===== src/rtl/req_arbiter_8_if.sv =====
// -----------------------------------------------------------------------------
// req_arbiter_8_if
// Request/grant bundle between request sources, the round-robin arbiter and
// the downstream 8-to-3 encoder.
//   req_in       : request pulses, bit i requests source i
//   enable       : permits new grants (never aborts a grant in progress)
//   grant_ready  : downstream accepts the current grant
//   grant_onehot : one-hot grant feeding encoder_in, zero when not valid
//   grant_valid  : grant_onehot holds a valid grant
//   pending      : latched outstanding requests
//   grant_count  : accepted grants, modulo 2^COUNT_W
// Modports: master = arbiter side, slave = requester/consumer side.
// -----------------------------------------------------------------------------
interface req_arbiter_8_if #(
  parameter int COUNT_W = 8
);
  logic [7:0]         req_in;
  logic               enable;
  logic               grant_ready;
  logic [7:0]         grant_onehot;
  logic               grant_valid;
  logic [7:0]         pending;
  logic [COUNT_W-1:0] grant_count;

  modport master (
    input  req_in,
    input  enable,
    input  grant_ready,
    output grant_onehot,
    output grant_valid,
    output pending,
    output grant_count
  );

  modport slave (
    output req_in,
    output enable,
    output grant_ready,
    input  grant_onehot,
    input  grant_valid,
    input  pending,
    input  grant_count
  );
endinterface


===== src/rtl/req_arbiter_8.sv =====
// -----------------------------------------------------------------------------
// req_arbiter_8
// Upstream stage of the 8-to-3 encoder. Latches request pulses into a pending
// vector and issues one-hot grants round-robin; each grant drives encoder_in.
// Ports:
//   clk   : rising-edge clock for all state
//   reset : synchronous, active-high reset
//   bus   : req_arbiter_8_if.master (req_in, enable, grant_ready in;
//           grant_onehot, grant_valid, pending, grant_count out)
// All outputs come straight from registers.
// -----------------------------------------------------------------------------
module req_arbiter_8 #(
  parameter int COUNT_W = 8
) (
  input  logic             clk,
  input  logic             reset,
  req_arbiter_8_if.master  bus
);

  typedef enum logic [0:0] {
    IDLE  = 1'b0,
    GRANT = 1'b1
  } state_t;

  state_t             state_r,        state_nxt_s;
  logic [7:0]         pending_r,      pending_nxt_s;
  logic [7:0]         grant_onehot_r, grant_onehot_nxt_s;
  logic               grant_valid_r,  grant_valid_nxt_s;
  logic [2:0]         grant_idx_r,    grant_idx_nxt_s;
  logic [2:0]         last_ptr_r,     last_ptr_nxt_s;
  logic [COUNT_W-1:0] grant_count_r,  grant_count_nxt_s;

  logic               accept_s;
  logic [7:0]         clear_mask_s;
  logic [7:0]         cand_s;
  logic [2:0]         pick_idle_s;
  logic [2:0]         pick_next_s;

  // First set bit of vec searched upward from ptr+1, wrapping 7 -> 0; the
  // last position examined is ptr itself.
  function automatic logic [2:0] rr_pick(input logic [7:0] vec, input logic [2:0] ptr);
    logic [2:0] idx;
    logic [2:0] sel;
    logic       hit;
    sel = ptr;
    hit = 1'b0;
    for (int k = 1; k <= 8; k++) begin
      idx = ptr + 3'(k);
      if (!hit && vec[idx]) begin
        sel = idx;
        hit = 1'b1;
      end else begin
        sel = sel;
      end
    end
    return sel;
  endfunction

  // Acceptance, pending update and next-winner candidates.
  always_comb begin
    accept_s     = grant_valid_r & bus.grant_ready;
    clear_mask_s = accept_s ? grant_onehot_r : 8'h00;
    // A request on the accepting edge beats the clear.
    pending_nxt_s = (pending_r & ~clear_mask_s) | bus.req_in;
    // Back-to-back candidates: everything still pending except the bit being
    // accepted, unless that same bit is re-requested on this edge.
    cand_s      = (pending_r & ~grant_onehot_r) | (bus.req_in & grant_onehot_r);
    pick_idle_s = rr_pick(pending_r, last_ptr_r);
    pick_next_s = rr_pick(cand_s, grant_idx_r);
  end

  // FSM next-state and grant/counter next values.
  always_comb begin
    state_nxt_s        = state_r;
    grant_onehot_nxt_s = grant_onehot_r;
    grant_valid_nxt_s  = grant_valid_r;
    grant_idx_nxt_s    = grant_idx_r;
    last_ptr_nxt_s     = last_ptr_r;
    grant_count_nxt_s  = grant_count_r;
    case (state_r)
      IDLE: begin
        if (bus.enable && (pending_r != 8'h00)) begin
          state_nxt_s        = GRANT;
          grant_onehot_nxt_s = 8'b0000_0001 << pick_idle_s;
          grant_valid_nxt_s  = 1'b1;
          grant_idx_nxt_s    = pick_idle_s;
        end else begin
          grant_onehot_nxt_s = 8'h00;
          grant_valid_nxt_s  = 1'b0;
        end
      end
      GRANT: begin
        if (accept_s) begin
          last_ptr_nxt_s    = grant_idx_r;
          grant_count_nxt_s = grant_count_r + COUNT_W'(1);
          if (bus.enable && (cand_s != 8'h00)) begin
            state_nxt_s        = GRANT;
            grant_onehot_nxt_s = 8'b0000_0001 << pick_next_s;
            grant_valid_nxt_s  = 1'b1;
            grant_idx_nxt_s    = pick_next_s;
          end else begin
            state_nxt_s        = IDLE;
            grant_onehot_nxt_s = 8'h00;
            grant_valid_nxt_s  = 1'b0;
          end
        end else begin
          // Grant held stable until accepted, whatever req_in/enable do.
          state_nxt_s = GRANT;
        end
      end
      default: begin
        state_nxt_s        = IDLE;
        grant_onehot_nxt_s = 8'h00;
        grant_valid_nxt_s  = 1'b0;
      end
    endcase
  end

  // State and output registers; reset drops any outstanding grant and
  // discards coincident requests.
  always_ff @(posedge clk) begin
    if (reset) begin
      state_r        <= IDLE;
      pending_r      <= 8'h00;
      grant_onehot_r <= 8'h00;
      grant_valid_r  <= 1'b0;
      grant_idx_r    <= 3'd0;
      last_ptr_r     <= 3'd7;
      grant_count_r  <= '0;
    end else begin
      state_r        <= state_nxt_s;
      pending_r      <= pending_nxt_s;
      grant_onehot_r <= grant_onehot_nxt_s;
      grant_valid_r  <= grant_valid_nxt_s;
      grant_idx_r    <= grant_idx_nxt_s;
      last_ptr_r     <= last_ptr_nxt_s;
      grant_count_r  <= grant_count_nxt_s;
    end
  end

  assign bus.grant_onehot = grant_onehot_r;
  assign bus.grant_valid  = grant_valid_r;
  assign bus.pending      = pending_r;
  assign bus.grant_count  = grant_count_r;

endmodule

===== src/flat_wrapper.sv =====
// flat-port wrapper written by rule: the top's interface ports become plain ports
module req_arbiter_8_flat 
#(
  parameter int COUNT_W = 8
)
  (clk, reset, bus_req_in, bus_enable, bus_grant_ready, bus_grant_onehot, bus_grant_valid, bus_pending, bus_grant_count);
  req_arbiter_8_if #(.COUNT_W(COUNT_W)) bus_i ();
  input  logic clk;
  input  logic reset;
  input wire logic [$bits(bus_i.req_in)-1:0] bus_req_in;
  input wire logic [$bits(bus_i.enable)-1:0] bus_enable;
  input wire logic [$bits(bus_i.grant_ready)-1:0] bus_grant_ready;
  output wire logic [$bits(bus_i.grant_onehot)-1:0] bus_grant_onehot;
  output wire logic [$bits(bus_i.grant_valid)-1:0] bus_grant_valid;
  output wire logic [$bits(bus_i.pending)-1:0] bus_pending;
  output wire logic [$bits(bus_i.grant_count)-1:0] bus_grant_count;
  assign bus_i.req_in = bus_req_in;
  assign bus_i.enable = bus_enable;
  assign bus_i.grant_ready = bus_grant_ready;
  assign bus_grant_onehot = bus_i.grant_onehot;
  assign bus_grant_valid = bus_i.grant_valid;
  assign bus_pending = bus_i.pending;
  assign bus_grant_count = bus_i.grant_count;
  req_arbiter_8 #(.COUNT_W(COUNT_W)) u_core (.clk(clk), .reset(reset), .bus(bus_i));
endmodule

===== config.mk =====
export PLATFORM = sky130hd
export DESIGN_NAME = req_arbiter_8_flat
export DESIGN_NICKNAME = d
export VERILOG_FILES = /design/src/rtl/req_arbiter_8_if.sv /design/src/rtl/req_arbiter_8.sv /design/src/flat_wrapper.sv
export SDC_FILE = /design/constraint.sdc
export NUM_CORES = 1
export LEC_CHECK = 0
export ABC_AREA = 1
export CAP_MARGIN = 20
export CORE_AREA = 4 4 68 102
export CTS_CLUSTER_SIZE = 30
export DETAILED_ROUTE_END_ITERATION = 8
export DIE_AREA = 0 0 72 106
export GPL_TIMING_DRIVEN = 0
export PLACE_DENSITY = 0.81
export SETUP_SLACK_MARGIN = 0.5
export SLEW_MARGIN = 20
export SYNTH_ARGS = -nofsm -noshare
export SYNTH_HDL_FRONTEND = slang
export SYNTH_SLANG_ARGS = --single-unit

===== constraint.sdc =====
create_clock -name clk -period 2.2 [get_ports clk]
set_input_delay 0.44 -clock clk [delete_from_list [all_inputs] [get_ports clk]]
set_output_delay 0.44 -clock clk [all_outputs]
set_load 0.02 [all_outputs]

==> impl_metrics.tcl, run 1 <==
set metrics [dict create \
    status "finished, violations left" \
    violations "negative setup slack" \
    drt-initial-drc-count 251 \
    endpoint_kind "register" \
    drc 0 \
    layout_common_cells "nand2_1, nand3_1, nand2_2" \
    fin_total_pwr_mw 4.00 \
    yosysSeqAreaShare 0.212 \
    synth_area_sq_um 3020 \
    drtAntennaViolNets 0 \
    antenna_found_initial 0 \
    cp-start-kind "register" \
    grt_max_degree 11 \
    clock_skew_ns 0.0103 \
    path_cells "inv_4, buf_8, ha_4, buf_4, nand3_2, nand2_1, nor2_1, a31oi_1, nand3_4, nand2_1, inv_1, nand2_2, nand2_2, nor2_2, nand4_1, a21oi_2" \
    antenna_cells 0 \
    cts_buffers 5 \
    relSlewSlack 0.677 \
    wl_per_cell_um 15.7 \
    syn_area_per_cell_sq_um 6.03 \
    area_delta_synth_final_pct 40.1 \
    initial_core_util 0.500 \
    fillers 497 \
    synthTopCellsByArea "dfxtp_1, nand2_1, nand3_1" \
    r2r_start "u_core.grant_idx_r[0]" \
    grt_use_total 0.267 \
    startpoint "u_core.grant_idx_r[0]" \
    grt.overflow.total 0 \
    grtUsageMet2 0.485 \
    p_int_mw 1.94 \
    switchingPower_mw 2.06 \
    path_max_fanout 5 \
    fin_ws_ns -0.238 \
    swShare 0.516 \
    final.setup.tns_ns -2.12 \
    netlist-cell-type-count 41 \
    crit_path_max_incr_delay_ns 0.38 \
    grt_pass1_wl_mm 16.7 \
    p_per_area_nw_per_um2 945 \
    clk_pin_slew_worst_paths_ns 0.07 \
    setup_viol_count_final 11 \
    syn_inst 501 \
    post-route-min-period_ns 2.44 \
    cts_tree "built" \
    drive_gt1_frac 0.339 \
    synth_edf_count 0 \
    cp_slowest_cell "dfxtp_4" \
    drt_first_pass_iters 5 \
    nets 594 \
    num_rows 35 \
    arrival_ns 2.65 \
    worstHoldStart "bus_req_in[4]" \
    hp-class "primary input to register" \
    synthFlopType "dfxtp_1" \
    die_h_um 106 \
    place_ws_ns -0.524 \
    synth_top_area_frac 0.212 \
    gp_congestion 0.930 \
    hold_violations 0 \
    rsz0062_at_grt "true" \
    period_share 1.11 \
    cts-root-buf "clkbuf_8" \
    clock_sinks 32 \
    ys_ff_latch 32 \
    wl_mm 10.2 \
    critPathBufInv 4 \
    io_pins 37 \
    die-area_sq_um 7630 \
    core_area_sq_um 6040 \
    cap_viol_max_count 0 \
    grt_pass1_vias 3751 \
    grt_busiest_layer "met2" \
    stdcell_count 652 \
    required_ns 2.42 \
    worst-setup-path-type "register to register" \
    hpwl_mm 7.17 \
    placed_cells 610 \
    final_common_cell "nand2_1" \
    syn_nets 518 \
    port_buffers 35 \
    cts_buffer_depth 2 \
    cts_hold_buf 0 \
    p_leak_nw 2.03 \
    yosysWarnings 0 \
    combinationalPowerShare 0.700 \
    slew_viol_final 0 \
    synth_top_area_cell "dfxtp_1" \
    fp.dieW_um 72 \
    pwr-share-seq 0.182 \
    ys_async_sr_fraction 0 \
    fmax_mhz 410 \
    fin_util 0.700 \
    clock_power_share 0.118 \
    vias_per_cell 5.80 \
    grt.met3_usage 0.0378 \
    worst_slew_pin_slew_ns 0.484 \
    cp_top_family "simple AND/OR/NAND/NOR gates" \
    met1_usage 0.277 \
    num_vias 3780 \
    h-tree-depth 2 \
    vdd_ir_drop_max_uv 884 \
    insertion_delay_ns 0.29 \
]
-- area by class of cell --
cell class,instances,area (sq um),share of cell area
Buffer,11,97.6,0.0231
Clock buffer,8,90.1,0.0213
Inverter,55,235,0.0556
Multi-Input combinational cell,403,2470,0.584
Sequential cell,32,663,0.157
Tap cell,74,92.6,0.0219
Timing Repair Buffer,69,583,0.138
-- path summary, 6_finish.rpt --
| kind | endpoint | slack (ns) | cells past startpoint |
|---|---|---|---|
| hold reg to reg | u_core.bus.grant_count[7] | 0.47 | 1 |
| setup / recovery | u_core.bus.grant_onehot[7] | -0.24 | 16 |
| hold / removal | u_core.bus.pending[4] | 0.46 | 3 |
| setup reg to reg | u_core.bus.grant_onehot[7] | -0.24 | 16 |
-- flip-flops by register name, summed over array words and instances, names as in the netlist --
name and cells:
u_core.bus.grant_count 8, u_core.grant_idx_r 3, u_core.state_r 1, u_core.bus.grant_valid 1, u_core.last_ptr_r 3, u_core.bus.grant_onehot 8
u_core.bus.pending 8
-- cell usage after synthesis, types with 2 or more instances --
master and n:
nor3_1 2, inv_1 45, nand2_1 141, nand3_1 71, nand2_4 2, nand2_2 18, nand3_2 9, inv_2 8
and2_1 4, a31oi_1 3, o21ai_2 7, a21oi_1 32, nand4_1 12, clkinv_1 2, dfxtp_1 32, buf_6 4
o21ai_0 22, xor2_2 3, buf_4 2, ha_1 5, clkbuf_1 4, nor2_2 4, xnor2_2 2, nand4_2 3
nor2_1 48
-- power groups by stage --
stage | Clock (mW) | Sequential, mW | Combinational [mW]
floorplan | 0 | 0.748 | 1.62
global placement | 0 | 0.728 | 2.09
detailed placement | 0 | 0.730 | 2.13
CTS | 0.467 | 0.723 | 2.57
global route | 0.496 | 0.733 | 3.05
finish | 0.473 | 0.728 | 2.80
-- worst reg2reg max path: stages, from the launching register on --
cell and delay [ns]:
dfxtp_4 0.38, inv_4 0.04, buf_8 0.12, ha_4 0.30, buf_4 0.13, nand3_2 0.09, nand2_1 0.10, nor2_1 0.05
a31oi_1 0.32, nand3_4 0.14, nand2_1 0.09, inv_1 0.04, nand2_2 0.10, nand2_2 0.09, nor2_2 0.10, nand4_1 0.13
a21oi_2 0.16
-- kinds of logic after synthesis --
group                    count (synthesis)  share of synthesized area
XOR/XNOR                                 7                     0.0327
AND/OR/NAND/NOR                        322                      0.510
AO/OA/AOI/OAI                           69                      0.130
adder cells (fa/ha/maj)                  5                     0.0207
buffers and inverters                   66                     0.0949
flip-flops                              32                      0.212
-- timing repair --
action | CTS | global route
endpoints found under the setup margin | 38 | 17
gates resized for setup | 105 | 31
pin swaps | 37 | 24
buffers inserted | 31 | 3
-- routing by layer --
layer  wire, um  up-vias
met5          0        -
met3        624       53
met2       5150      185
met1       3850     1741
li1           -     1801
met4        621        0
-- stage by stage --
step	hold WS (ns)	area (sq um)
6_report	0.461	4230
4_1_cts	0.464	4090
3_3_place_gp	0.442	3540
5_1_grt	0.484	4230
2_1_floorplan	0.494	3100
3_5_place_dp	0.457	3540
(Power assumes the default switching activity.)
==> run 2: changes to the inputs <==
--- a/config.mk
+++ b/config.mk
@@ -7,14 +7,16 @@
 export LEC_CHECK = 0
 export ABC_AREA = 1
 export CAP_MARGIN = 20
-export CORE_AREA = 4 4 68 102
+export CELL_PAD_IN_SITES_DETAIL_PLACEMENT = 1
+export CELL_PAD_IN_SITES_GLOBAL_PLACEMENT = 2
+export CORE_AREA = 4 4 92 137
 export CTS_CLUSTER_SIZE = 30
 export DETAILED_ROUTE_END_ITERATION = 8
-export DIE_AREA = 0 0 72 106
+export DIE_AREA = 0 0 96 141
 export GPL_TIMING_DRIVEN = 0
-export PLACE_DENSITY = 0.81
+export PLACE_DENSITY = 0.82
 export SETUP_SLACK_MARGIN = 0.5
-export SLEW_MARGIN = 20
+export SLEW_MARGIN = 10
 export SYNTH_ARGS = -nofsm -noshare
 export SYNTH_HDL_FRONTEND = slang
 export SYNTH_SLANG_ARGS = --single-unit
==> run 2 against run 1 <==
  * The run still ends with negative setup slack left
  * Combinational power up 20%
  * Clock power rose by 46%
  * Global-route usage is 8.4 points lower
  * Via count down 3.9%
  * Worst setup slack got worse by 0.15 ns
  * Hold slack worse by 0.022 ns
  * Largest cell class unchanged
==> impl_metrics.tcl, run 2 (same netlist as run 1, synthesis figures left out) <==
set metrics [dict create \
    status "finished, violations left" \
    violations "negative setup slack" \
    cp-start-kind "register" \
    path_max_fanout 6 \
    endpoint_kind "register" \
    gp_congestion 0.895 \
    initial_core_util 0.263 \
    period_share 1.17 \
    placed_cells 686 \
    port_buffers 35 \
    cts_tree "built" \
    die_h_um 141 \
    drt-initial-drc-count 100 \
    fp.dieW_um 96 \
    stdcell_area_sq_um 4480 \
    io_pins 37 \
    area_delta_synth_final_pct 48.2 \
    hp-class "register to register" \
    min_path_cells 1 \
    cts-root-buf "clkbuf_16" \
    post-route-min-period_ns 2.58 \
    clock_skew_ns 0.00470 \
    core_area_sq_um 11500 \
    antenna_cells 0 \
    die-area_sq_um 13500 \
    worst_hold_slack_ns 0.439 \
    reg2regPathDepth 17 \
    post_dp_cell_area_sq_um 3640 \
    p_leak_nw 2.04 \
    vias_per_cell 5.00 \
    required_ns 2.40 \
    clk_pin_slew_worst_paths_ns 0.05 \
    grt_use_total 0.183 \
    cap_viol_max_count 0 \
    setup_viol_count_final 11 \
    r2r_slack_ns -0.38 \
    arrival_ns 2.78 \
    grt_pass1_vias 3902 \
    fin_ws_ns -0.383 \
    layout_common_cells "nand2_1, nand3_1, nor2_1" \
    wl_mm 12.1 \
    hpwl_mm 9.07 \
    worst-setup-path-type "register to register" \
    drtAntennaViolNets 0 \
    hold_violations 0 \
    rsz0062_at_grt "true" \
    cts_hold_buf 0 \
    worst_slew_pin_slew_ns 0.544 \
    relSlewSlack 0.637 \
    antenna_found_initial 0 \
    drc 0 \
    h-tree-depth 2 \
    num_rows 48 \
    p_per_area_nw_per_um2 1070 \
    final_common_cell "nand2_1" \
    nets 593 \
    cts_buffer_depth 2 \
    drive_gt1_frac 0.347 \
    grt_max_degree 11 \
    cts_buffers 5 \
    vdd_ir_drop_max_uv 827 \
    wl_per_cell_um 16.7 \
    stdcell_count 727 \
    insertion_delay_ns 0.28 \
    slew_viol_final 0 \
    clock_sinks 32 \
    num_vias 3634 \
    fmax_mhz 387 \
    grt_pass1_wl_mm 19.3 \
    drt_first_pass_iters 4 \
    grt.overflow.total 0 \
]
-- run 2: per-stage QoR --
stage	TNS [ns]	setup slack, ns	power, mW	util
after detailed placement	-7.45	-0.697	2.97	0.317
after global routing	-5.23	-0.536	5.14	0.390
after floorplan	0	0.0121	2.37	-
after global placement	-7.14	-0.677	2.92	0.317
after CTS	-2.77	-0.299	4.54	0.380
final	-3.61	-0.383	4.80	0.390
-- run 2: final timing paths --
kind,startpoint,end
min,u_core.bus.grant_count[7],u_core.bus.grant_count[7]
max,u_core.grant_idx_r[0],u_core.bus.grant_onehot[5]
max reg2reg,u_core.grant_idx_r[0],u_core.bus.grant_onehot[5]
min reg2reg,u_core.bus.grant_count[7],u_core.bus.grant_count[7]
-- run 2: power by group --
part	switching, mW	internal (mW)
clock	0.239	0.450
combinational	2.09	1.28
sequential	0.0917	0.645
total	2.42	2.38
-- run 2: worst max-delay path, stage by stage (launching register included) --
cell     delay (ns)
dfxtp_4        0.39
inv_4          0.05
buf_8          0.12
ha_4           0.32
inv_6          0.06
nand3_4        0.06
nand2_4        0.07
nand2_4        0.11
nand2_8        0.07
nor2_4         0.14
nand4_1        0.26
nor2_1         0.16
nor2_1         0.06
nand2_2        0.08
nand2_4        0.08
a21oi_4        0.17
nand4_1        0.12
a21oi_1        0.16
-- run 2: repair_timing --
item,in CTS,in global routing
setup buffers,30,3
resized for setup,123,35
setup endpoints to repair,37,16
pin swaps,36,18
-- run 2: final cells by class --
class	count	area, sq um
buffer	11	93.8
clock buffer	8	146
fill	1464	6990
inverter	55	238
multi-input combinational	403	2560
sequential	32	673
tap	150	188
timing repair buffer	68	581
-- run 2: metal layers --
layer / wire (um) / vias up / track usage
met5: 0 / - / 0
met4: 497 / 0 / 0.0877
met2: 7120 / 48 / 0.365
met3: 175 / 34 / 0.0187
met1: 4350 / 1749 / 0.175
li1: - / 1803 / -
==> run 3: changes to the inputs <==
--- a/config.mk
+++ b/config.mk
@@ -10,7 +10,7 @@
 export CELL_PAD_IN_SITES_DETAIL_PLACEMENT = 1
 export CELL_PAD_IN_SITES_GLOBAL_PLACEMENT = 2
 export CORE_AREA = 4 4 92 137
-export CTS_CLUSTER_SIZE = 30
+export CTS_CLUSTER_SIZE = 28
 export DETAILED_ROUTE_END_ITERATION = 8
 export DIE_AREA = 0 0 96 141
 export GPL_TIMING_DRIVEN = 0
==> results of run 3 <==
Same layout as run 2: the final DEF is identical, and so are final timing and power.
